<file path="src/rtl/uart_word_bridge.sv">
// Byte-stream to operand bridge: assembles IN_BYTES UART bytes into one operand, starts
// the compute unit, then serialises its result as OUT_BYTES bytes back to the transmitter.
module uart_word_bridge #(
    parameter int IN_BYTES       = 3,
    parameter int IN_WIDTH       = 18,
    parameter int OUT_BYTES      = 6,
    parameter int OUT_WIDTH      = 48,
    parameter bit MSB_FIRST      = 1'b1,
    parameter int TIMEOUT_CYCLES = 0,
    parameter int TX_GUARD       = 2
) (
    input  logic                 clk,
    input  logic                 reset,
    input  logic [7:0]           rx_data,
    input  logic                 rx_done_tick,
    output logic [7:0]           tx_data,
    output logic                 tx_start,
    input  logic                 tx_busy,
    output logic [IN_WIDTH-1:0]  op_data,
    output logic                 op_start,
    input  logic [OUT_WIDTH-1:0] res_data,
    input  logic                 res_valid,
    output logic                 busy,
    output logic                 timeout_err,
    output logic                 overrun
);

    localparam int IN_BITS  = IN_BYTES * 8;
    localparam int OUT_BITS = OUT_BYTES * 8;
    localparam int RD_W     = $clog2(IN_BYTES + 1);
    localparam int WR_W     = $clog2(OUT_BYTES + 1);
    localparam int GD_W     = (TX_GUARD > 0) ? $clog2(TX_GUARD + 1) : 1;
    localparam int ID_W     = (TIMEOUT_CYCLES > 0) ? $clog2(TIMEOUT_CYCLES + 1) : 1;

    typedef enum logic [1:0] {
        S_READ     = 2'd0,
        S_START_OP = 2'd1,
        S_WAIT_RES = 2'd2,
        S_WRITE    = 2'd3
    } state_t;

    state_t                state_q, state_d;
    logic [RD_W-1:0]       rd_cnt_q, rd_cnt_d;
    logic [WR_W-1:0]       wr_cnt_q, wr_cnt_d;
    logic [GD_W-1:0]       guard_q, guard_d;
    logic [ID_W-1:0]       idle_q, idle_d;
    logic                  tx_wait_q, tx_wait_d;
    logic [IN_BITS-1:0]    asm_q, asm_d;
    logic [OUT_BITS-1:0]   res_q, res_d;
    logic [7:0]            tx_data_q, tx_data_d;
    logic                  tx_start_q, tx_start_d;
    logic [IN_WIDTH-1:0]   op_data_q, op_data_d;
    logic                  op_start_q, op_start_d;
    logic                  busy_q, busy_d;
    logic                  timeout_err_q, timeout_err_d;
    logic                  overrun_q, overrun_d;

    // Next-state and registered-output logic for the frame FSM
    always_comb begin
        state_d       = state_q;
        rd_cnt_d      = rd_cnt_q;
        wr_cnt_d      = wr_cnt_q;
        guard_d       = guard_q;
        idle_d        = idle_q;
        tx_wait_d     = tx_wait_q;
        asm_d         = asm_q;
        res_d         = res_q;
        tx_data_d     = tx_data_q;
        tx_start_d    = 1'b0;
        op_data_d     = op_data_q;
        op_start_d    = 1'b0;
        timeout_err_d = 1'b0;
        overrun_d     = overrun_q | (rx_done_tick & (state_q != S_READ));

        case (state_q)
            S_READ: begin
                if (rx_done_tick) begin
                    idle_d = '0;
                    if (MSB_FIRST) begin
                        asm_d      = asm_q << 8;
                        asm_d[7:0] = rx_data;
                    end else begin
                        for (int i = 0; i < IN_BYTES; i++) begin
                            asm_d[8*i +: 8] = (rd_cnt_q == RD_W'(i)) ? rx_data : asm_q[8*i +: 8];
                        end
                    end
                    if (rd_cnt_q == RD_W'(IN_BYTES - 1)) begin
                        rd_cnt_d   = '0;
                        op_data_d  = asm_d[IN_WIDTH-1:0];
                        op_start_d = 1'b1;
                        state_d    = S_START_OP;
                    end else begin
                        rd_cnt_d = rd_cnt_q + RD_W'(1);
                    end
                end else if ((TIMEOUT_CYCLES > 0) && (rd_cnt_q != '0)) begin
                    // A tick in the expiry cycle is handled above, so it always wins
                    if (idle_q == ID_W'(TIMEOUT_CYCLES - 1)) begin
                        rd_cnt_d      = '0;
                        idle_d        = '0;
                        timeout_err_d = 1'b1;
                    end else begin
                        idle_d = idle_q + ID_W'(1);
                    end
                end else begin
                    idle_d = '0;
                end
            end
            S_START_OP: begin
                state_d = S_WAIT_RES;
            end
            S_WAIT_RES: begin
                if (res_valid) begin
                    res_d                  = '0;
                    res_d[OUT_WIDTH-1:0]   = res_data;
                    wr_cnt_d               = '0;
                    guard_d                = '0;
                    tx_wait_d              = 1'b0;
                    state_d                = S_WRITE;
                end else begin
                    state_d = S_WAIT_RES;
                end
            end
            S_WRITE: begin
                if (!tx_wait_q) begin
                    if (!tx_busy) begin
                        for (int k = 0; k < OUT_BYTES; k++) begin
                            tx_data_d = (wr_cnt_q == WR_W'(k))
                                      ? res_q[8*(MSB_FIRST ? (OUT_BYTES - 1 - k) : k) +: 8]
                                      : tx_data_d;
                        end
                        tx_start_d = 1'b1;
                        tx_wait_d  = 1'b1;
                        guard_d    = '0;
                    end else begin
                        tx_wait_d = 1'b0;
                    end
                end else if (guard_q != GD_W'(TX_GUARD)) begin
                    guard_d = guard_q + GD_W'(1);
                end else if (!tx_busy) begin
                    tx_wait_d = 1'b0;
                    if (wr_cnt_q == WR_W'(OUT_BYTES - 1)) begin
                        wr_cnt_d = '0;
                        state_d  = S_READ;
                    end else begin
                        wr_cnt_d = wr_cnt_q + WR_W'(1);
                    end
                end else begin
                    tx_wait_d = 1'b1;
                end
            end
            default: begin
                state_d = S_READ;
            end
        endcase

        busy_d = (state_d != S_READ);
    end

    // State and output registers
    always_ff @(posedge clk or posedge reset) begin
        if (reset) begin
            state_q       <= S_READ;
            rd_cnt_q      <= '0;
            wr_cnt_q      <= '0;
            guard_q       <= '0;
            idle_q        <= '0;
            tx_wait_q     <= 1'b0;
            asm_q         <= '0;
            res_q         <= '0;
            tx_data_q     <= 8'h00;
            tx_start_q    <= 1'b0;
            op_data_q     <= '0;
            op_start_q    <= 1'b0;
            busy_q        <= 1'b0;
            timeout_err_q <= 1'b0;
            overrun_q     <= 1'b0;
        end else begin
            state_q       <= state_d;
            rd_cnt_q      <= rd_cnt_d;
            wr_cnt_q      <= wr_cnt_d;
            guard_q       <= guard_d;
            idle_q        <= idle_d;
            tx_wait_q     <= tx_wait_d;
            asm_q         <= asm_d;
            res_q         <= res_d;
            tx_data_q     <= tx_data_d;
            tx_start_q    <= tx_start_d;
            op_data_q     <= op_data_d;
            op_start_q    <= op_start_d;
            busy_q        <= busy_d;
            timeout_err_q <= timeout_err_d;
            overrun_q     <= overrun_d;
        end
    end

    assign tx_data     = tx_data_q;
    assign tx_start    = tx_start_q;
    assign op_data     = op_data_q;
    assign op_start    = op_start_q;
    assign busy        = busy_q;
    assign timeout_err = timeout_err_q;
    assign overrun     = overrun_q;

endmodule
</file>
<file path="config.mk">
export PLATFORM = sky130hd
export DESIGN_NAME = uart_word_bridge
export DESIGN_NICKNAME = d
export VERILOG_FILES = /design/src/rtl/uart_word_bridge.sv
export SDC_FILE = /design/constraint.sdc
export NUM_CORES = 1
export LEC_CHECK = 0
export CORE_UTILIZATION = 25
export CTS_BUF_LIST = sky130_fd_sc_hd__clkbuf_8
export DETAILED_ROUTE_END_ITERATION = 7
export PLACE_DENSITY_LB_ADDON = 0.3
export SLEW_MARGIN = 40
export SYNTH_ARGS = -nofsm -noshare
export SYNTH_HDL_FRONTEND = slang
export SYNTH_SLANG_ARGS = --single-unit
</file>
<file path="constraint.sdc">
create_clock -name clk -period 4.2 [get_ports clk]
set_input_delay 0.63 -clock clk [delete_from_list [all_inputs] [get_ports clk]]
set_output_delay 0.63 -clock clk [all_outputs]
set_load 0.05 [all_outputs]
</file>
; ---- Word level (Yosys, flattened, before mapping)
; Index checks and enable logic that the tools add are counted.
[op_classes]
add_sub_neg = 3
eq_ne = 16
n_mux = 37
bitwise_logic = 4
n_reduce_logical = 13
[ops]
columns = cell, n
row1 = two-way mux 8 bit, 6
row2 = two-way mux 2 bit, 11
row3 = two-way mux 3 bit, 5
row4 = two-way mux 1 bit, 11
row5 = != test 2 bit (second input constant), 5
row6 = case mux 2 bit (4 select lines), 1
row7 = AND reduction 4 bit, 2
row8 = == test 2 bit (second input constant), 3
row9 = == test 3 x 2 -> 1 bit (second input constant), 2
row10 = == test 3 bit (second input constant), 2
row11 = != test 3 bit (second input constant), 2
row12 = case mux 3 bit (2 select lines), 1
row13 = AND reduction 2 bit, 3
row14 = nonzero test 2 bit, 3
row15 = nonzero test 6 bit, 1
row16 = AND reduction 5 bit, 1
row17 = adder 2 x 1 -> 2 bit (second input constant), 2
row18 = case mux 2 bit (2 select lines), 1
row19 = adder 3 x 1 -> 3 bit (second input constant), 1
row20 = == test 3 x 1 -> 1 bit (second input constant), 1
row21 = logical NOT 3 bit, 1
row22 = AND reduction 3 bit, 1
row23 = == test 2 x 1 -> 1 bit (second input constant), 1
row24 = logical NOT 2 bit, 1
row25 = other kinds (4), 5
[totals]
register_bits = 98
in_bits = 61
output_inout_bits = 31
wordCells = 86

; ---- Longest topological paths before layout
; Gate-level depths: netlist (run 1).
[depth]
word_depth = 7
depth_mapped = 9
depth_no_buf = 6

; ---- Least setup slack after synthesis (run 1)
; OpenSTA, ideal clock, no wires.
[synth_path]
path_type = register to register
startpoint = reg wr_cnt_q[0]
endpoint = reg tx_data_q[0] (netlist: tx_data[0])
setup_ns = 0.123
t_arrival_ns = 1.718
required_time_ns = 4.077
path_slack_ns = 2.359
stages_incl_launch_ff = 9
n_path_buf = 4
period_less_slack_ns = 1.841
cell_sequence = dfrtp_1 -> buf_2 -> buf_4 -> buf_2 -> and2_1 -> ha_1 -> clkbuf_1 -> a211oi_1 -> o221a_2
[synth_via]
elab_chain_len = 6
word_cells_on_any_way = 13
cone_classes = eq/ne (5) / mux (5) / reduce/logical (3)
[synth_lines]
columns = element, line_no
row1 = "start, declared", 44  ; logic [WR_W-1:0] wr_cnt_q, wr_cnt_d;
row2 = "start signal, assigned", 180  ; wr_cnt_q <= wr_cnt_d;
row3 = == test 3 x 1 -> 1 bit, 127  ; tx_data_d = (wr_cnt_q == WR_W'(k))
row4 = two-way mux 8 bit (5 in series), 128  ; ? res_q[8*(MSB_FIRST ? (OUT_BYTES - 1 - k) : k) +: 8]
row5 = "end signal, assigned", 186  ; tx_data_q <= tx_data_d;
row6 = "end, declared", 50  ; logic [7:0] tx_data_q, tx_data_d;
; Several ways; a longest one is shown, not always the timed one.
; A chain may end at the register's enable or synchronous reset.

; ---- Worst setup path after layout (run 1)
[layout_path]
startpoint = reg tx_data_q[5] (netlist: tx_data[5])
endpoint = out tx_data[5]
[layout_lines]
columns = element, line_no
row1 = "end, declared", 16  ; output logic [7:0] tx_data,
; No word-level cell between the ends.

==> flow_metrics.tcl, run 1 <==
set metrics [dict create \
    crit_slowest_cell "clkdlybuf4s50_1" \
    synth_cell_types 45 \
    place_hpwl_um 7034 \
    maxSlewViolCount 0 \
    core_region_area_um2 16640 \
    final.setup_skew_ns 0.01308 \
    seqCellArea_um2 2452 \
    cts_hold_buffers 0 \
    worst_slew_pin_slew_ns 0.6079 \
    gr-usage-all-layers_pct 12.02 \
    gp_congestion 0.7401 \
    area_delta_synth_final_pct 31.54 \
    maxCapViolCount 0 \
    cts_tree "yes" \
    fill_cells 1660 \
    drtIter0Drc 80 \
    num-nets-final 475 \
    synth_cells 322 \
    synth_common_cells "dfrtp_1 (98), mux2_2 (86), nand2_1 (23), buf_2 (14), nand3_1 (10)" \
    synth_top_family_by_area "multiplexers" \
    p_leak_nw 2.429 \
    min_period_ns 2.228 \
    io_buffers 90 \
    die_height_um 132.8 \
    synth_xor_area_share_pct 0 \
    fin_crit_sh_pct 53.04 \
    synth_top_flop_cell "dfrtp_1" \
    dieArea_um2 17630 \
    status "completed" \
    htreeDepth 3 \
    antenna_left 0 \
    synth-edff-count 0 \
    cts_sinks 98 \
    crit_path_start_kind "register" \
    cp.required_ns 3.57 \
    max_stage_delay_ns 0.83 \
    dr.pass1.iters 4 \
    critPathMaxFanout 2 \
    dp_worst_setup_slack_ns 1.755 \
    boundaryPins 92 \
    ys_top_cells_by_area "dfrtp_1 (57%), mux2_2 (23%), nand2_1 (2.0%)" \
    cts.path.max_buffers 2 \
    drc 0 \
    pwr_density_cell_nw_per_um2 582.2 \
    viasPerCell 4.440 \
    diodes 0 \
    cp_num_buf_inv 1 \
    synth_mux_area_share_pct 23.35 \
    gr-total-overflow 0 \
    grt_pass1_vias 3078 \
    synth_seq_cells 98 \
    root_buffer "clkbuf_8" \
    hold_viol 0 \
    synth_adder_area_share_pct 0.5851 \
    antenna_found_initial 1 \
    slew_headroom_pct 59.38 \
    totalWireLength_um 9856 \
    cts_inserted_buffers 9 \
    synth_most_common_cell "dfrtp_1" \
    multi_input_area_um2 1697 \
    die_w_um 132.8 \
    drive_gt1_share_pct 29.26 \
    yosys.area_share.simple_pct 6.758 \
    crit_type "reg2out" \
    postSynthAreaPerCell_um2 13.28 \
    fmax_mhz 448.9 \
    grt_pass1_wl_um 16260 \
    path_clk_slew_ns 0.09 \
    peakVddDrop_v 0.0002658 \
    rsz0062_at_grt "false" \
    fin_ws_ns 1.972 \
    post-cts-setup-buffers 0 \
    path_delay_family "buffers and inverters" \
    num_vias 2828 \
    tns_ns 0 \
    hp-class "reg2reg" \
    synthesis.nets 385 \
    rows 47 \
    async_reset_ff_share_pct 100.0 \
    synth_top_cell_by_area "dfrtp_1" \
    cp-end-kind "primary output" \
    syn_area_um2 4277 \
    yosys_warnings 0 \
    cts_resized 0 \
    synth_top_area_share_pct 57.34 \
    initial_core_util_pct 25.70 \
    clk_latency_ns 0.37 \
    cp_data_arrival_time_ns 1.60 \
    wl_per_cell_um 15.47 \
    crit_chain "clkdlybuf4s50_1" \
    ys_seq_area_share_pct 57.34 \
    finalSetupViolations 0 \
    synth_compound_area_share_pct 8.894 \
    grt_max_degree 48 \
]
[area by class of cell]
cell class	count	area share [%]
multi-input combinational	199	30.16
timing repair buffer	98	17.08
tap	220	4.893
clock inverter	4	0.8897
clock buffer	12	2.936
inverter	6	0.4448
sequential	98	43.59
[per-layer routing]
layer	part of all wire, %	wire length (µm)	GRT usage, %	vias to the layer above
met5	0.13	13	0	-
met4	1.2	120	4.215	2
met3	7.4	730	5.172	10
met2	46	4571	18.88	84
met1	45	4420	14.64	1393
li1	-	-	-	1339
[where the power goes]
| group | internal [mW] | switching [mW] |
|---|---|---|
| logic | 0.592 | 0.574 |
| registers | 1.25 | 0.217 |
| clock network | 0.323 | 0.321 |
[sequential cells by signal, summed over array words and instances, names as in the netlist]
signal	flops
res_q	48
op_data	18
asm_q	10
tx_data	8
wr_cnt_q	3
guard_q	2
rd_cnt_q	2
state_q	2
busy	1
op_start	1
overrun	1
tx_start	1
tx_wait_q	1
[placed cells by master, fill, tap and decap left out, types with 5 or more instances in the layout]
cell and count:
mux2_2 86, a31o_2 6, clkbuf_8 12, buf_4 8
dfrtp_1 98, inv_1 6, nand2_1 23, nor2_1 9
a22oi_1 5, a31oi_1 5, clkdlybuf4s50_1 90, o21ai_0 6
nand3_1 10
[stage by stage]
step / hold slack [ns] / cells / util (%) / cell area (µm²) / total power, mW
after detailed placement: 0.4619 / 620 / 32.46 / 5403 / 2.656
after floorplan: 0.4737 / 322 / - / 4277 / 2.286
final: 0.4915 / 637 / 33.80 / 5625 / 3.275
after global routing: 0.5233 / 637 / 33.80 / 5625 / 3.495
after CTS: 0.4982 / 636 / 33.76 / 5618 / 3.319
after global placement: 0.4515 / 620 / 32.46 / 5403 / 2.613
[path summary, 6_finish.rpt]
| kind | start | endpoint | slack (ns) | depth (start not counted) |
|---|---|---|---|---|
| max | tx_data[5]$_DFFE_PP0P_ | tx_data[5] | 1.97 | 1 |
| min | overrun$_DFF_PP0_ | overrun$_DFF_PP0_ | 0.49 | 1 |
| max reg2reg | wr_cnt_q[2]$_DFFE_PP0P_ | tx_data[3]$_DFFE_PP0P_ | 2.10 | 5 |
| min reg2reg | overrun$_DFF_PP0_ | overrun$_DFF_PP0_ | 0.49 | 1 |
| max in group asynchronous | reset | res_q[24]$_DFFE_PP0P_ | 2.74 | 3 |
| min in group asynchronous | reset | op_data[1]$_DFFE_PP0P_ | 0.68 | 2 |
[kinds of logic (layout without fill, tap and decap cells)]
family	after synthesis	after routing
simple gates	59	59
fa+ha+maj	2	2
flops	98	98
other cells	1	1
buf+inv	25	120
compound gates	48	48
mux	89	89
(Power assumes the default switching activity.)
==> run 2: changes to the inputs <==
- clock period: 4.2 -> 1.9 ns (I/O delays scaled with it)
==> run 2 against run 1 <==
Global-route usage grew 0.077 points. Wire length grew 0.91%. Setup slack lost 1.9 ns. Critical path depth is the same. Clock-buffer cell count shrank 3. Non-clock buffer count grew 10.
==> flow_metrics.tcl, run 2 (synthesis results as in run 1) <==
set metrics [dict create \
    crit_type "reg2out" \
    gp_congestion 0.7540 \
    whs_ns 0.3722 \
    slew_headroom_pct 63.34 \
    gr-usage-all-layers_pct 12.09 \
    antenna_found_initial 0 \
    final.setup_skew_ns 0.006979 \
    fill_cells 1641 \
    cp_data_arrival_time_ns 1.54 \
    htreeDepth 3 \
    post-cts-setup-buffers 0 \
    cts_sinks 98 \
    peakVddDrop_v 0.0005796 \
    drc 0 \
    place_hpwl_um 7210 \
    initial_core_util_pct 25.70 \
    status "completed" \
    hold_viol 0 \
    path_delay_family "buffers and inverters" \
    fin_area_um2 5731 \
    largest_reg_flops 48 \
    cp_num_buf_inv 1 \
    tns_ns 0 \
    io_buffers 90 \
    gr-total-overflow 0 \
    drtIter0Drc 210 \
    path_clk_slew_ns 0.10 \
    viasPerCell 4.495 \
    root_buffer "clkbuf_8" \
    grt_max_degree 99 \
    r2r_slack_ns 0.22 \
    grt_pass1_wl_um 16390 \
    clk_latency_ns 0.38 \
    die_height_um 132.8 \
    cp.required_ns 1.62 \
    num-nets-final 485 \
    core_region_area_um2 16640 \
    maxSlewViolCount 0 \
    max_stage_delay_ns 0.80 \
    regMostFlops "res_q" \
    area_delta_synth_final_pct 34.00 \
    boundaryPins 92 \
    dr.pass1.iters 5 \
    fin_crit_sh_pct 96.24 \
    critPathMaxFanout 2 \
    die_w_um 132.8 \
    wl_per_cell_um 15.37 \
    grt_pass1_vias 3146 \
    rows 47 \
    layout_common_cells "dfrtp_1 (98), mux2_2 (86), clkdlybuf4s50_1 (72)" \
    r2r-start "wr_cnt_q[0]$_DFFE_PP0P_" \
    crit_path_start_kind "register" \
    final_common_cell "dfrtp_1" \
    cp-end-kind "primary output" \
    hp-class "in2async" \
    final_util_pct 34.43 \
    fmax_mhz 546.9 \
    p_leak_nw 2.670 \
    crit_chain "clkdlybuf4s50_1" \
    antenna_left 0 \
    rsz0062_at_grt "false" \
    num_vias 2908 \
    cts_tree "yes" \
    worst_slew_pin_slew_ns 0.5490 \
    crit_slowest_cell "clkdlybuf4s50_1" \
    maxCapViolCount 0 \
    cts_inserted_buffers 9 \
    diodes 0 \
    totalWireLength_um 9946 \
    drive_gt1_share_pct 31.38 \
    pwr_density_cell_nw_per_um2 1249 \
    dieArea_um2 17630 \
    min_period_ns 1.828 \
    postPlaceCellArea_um2 5512 \
    r2r_end "tx_data[4]$_DFFE_PP0P_" \
    r2r_cells 5 \
    finalSetupViolations 0 \
    cts.path.max_buffers 2 \
]
==> run 2: cell types whose count changed in the layout (fill, tap and decap cells not counted), moves of 2 or more <==
cell,before,now
clkdlybuf4s50_1,90,72
dlymetal6s2s_1,0,14
buf_4,8,16
dlygate4sd2_1,0,4
clkbuf_8,12,9
buf_12,0,2
clkinv_4,1,3
inv_6,0,2
==> run 2: what timing repair did <==
action | 4_1_cts | 5_1_grt
resized for setup | 4 | 15
endpoints found under the setup margin | 4 | 19
gates cloned | 0 | 0
hold buffers | 0 | 0
==> run 2: where the power goes <==
| group | switching (mW) | internal [mW] | leakage (nW) |
|---|---|---|---|
| sequential | 0.498 | 2.76 | 1.23 |
| clock | 0.777 | 0.501 | 0.0923 |
| combinational | 1.27 | 1.35 | 1.34 |
==> run 2: how the worst max path moves through the flow <==
stage	cells past startpoint	from	slack (ns)	end
after floorplan	8	wr_cnt_q[0]$_DFFE_PP0P_	0.06	tx_data[0]$_DFFE_PP0P_
after global placement	6	tx_busy	0.1	tx_data[4]$_DFFE_PP0P_
after detailed placement	6	tx_busy	0.03	tx_data[4]$_DFFE_PP0P_
after CTS	1	tx_data[4]$_DFFE_PP0P_	0.0002	tx_data[4]
after global routing	1	op_data[0]$_DFFE_PP0P_	0.005	op_data[0]
final	1	op_data[5]$_DFFE_PP0P_	0.07	op_data[5]
==> run 2: cell type report <==
| type | count | area [µm²] | area share, % |
|---|---|---|---|
| Timing Repair Buffer | 108 | 1091 | 19.04 |
| Inverter | 6 | 26.28 | 0.4585 |
| Multi-Input combinational cell | 199 | 1699 | 29.65 |
| Clock buffer | 9 | 123.9 | 2.162 |
| Sequential cell | 98 | 2452 | 42.79 |
| Tap cell | 220 | 275.3 | 4.803 |
| Clock inverter | 7 | 62.56 | 1.092 |
==> run 2: per-stage QoR <==
stage / power [mW] / setup slack, ns / cells
6_report: 7.155 / 0.07152 / 647
5_1_grt: 7.668 / 0.005240 / 647
4_1_cts: 7.285 / 0.0002304 / 647
3_5_place_dp: 5.977 / 0.03478 / 631
3_3_place_gp: 5.900 / 0.09791 / 631
2_1_floorplan: 5.054 / 0.05889 / 322
==> run 2: per-layer routing <==
metal / GRT usage (%) / share of wire (%)
met1: 14.54 / 44
met2: 19.52 / 47
met3: 5.172 / 7.3
met4: 3.704 / 1.3
met5: 0 / 0
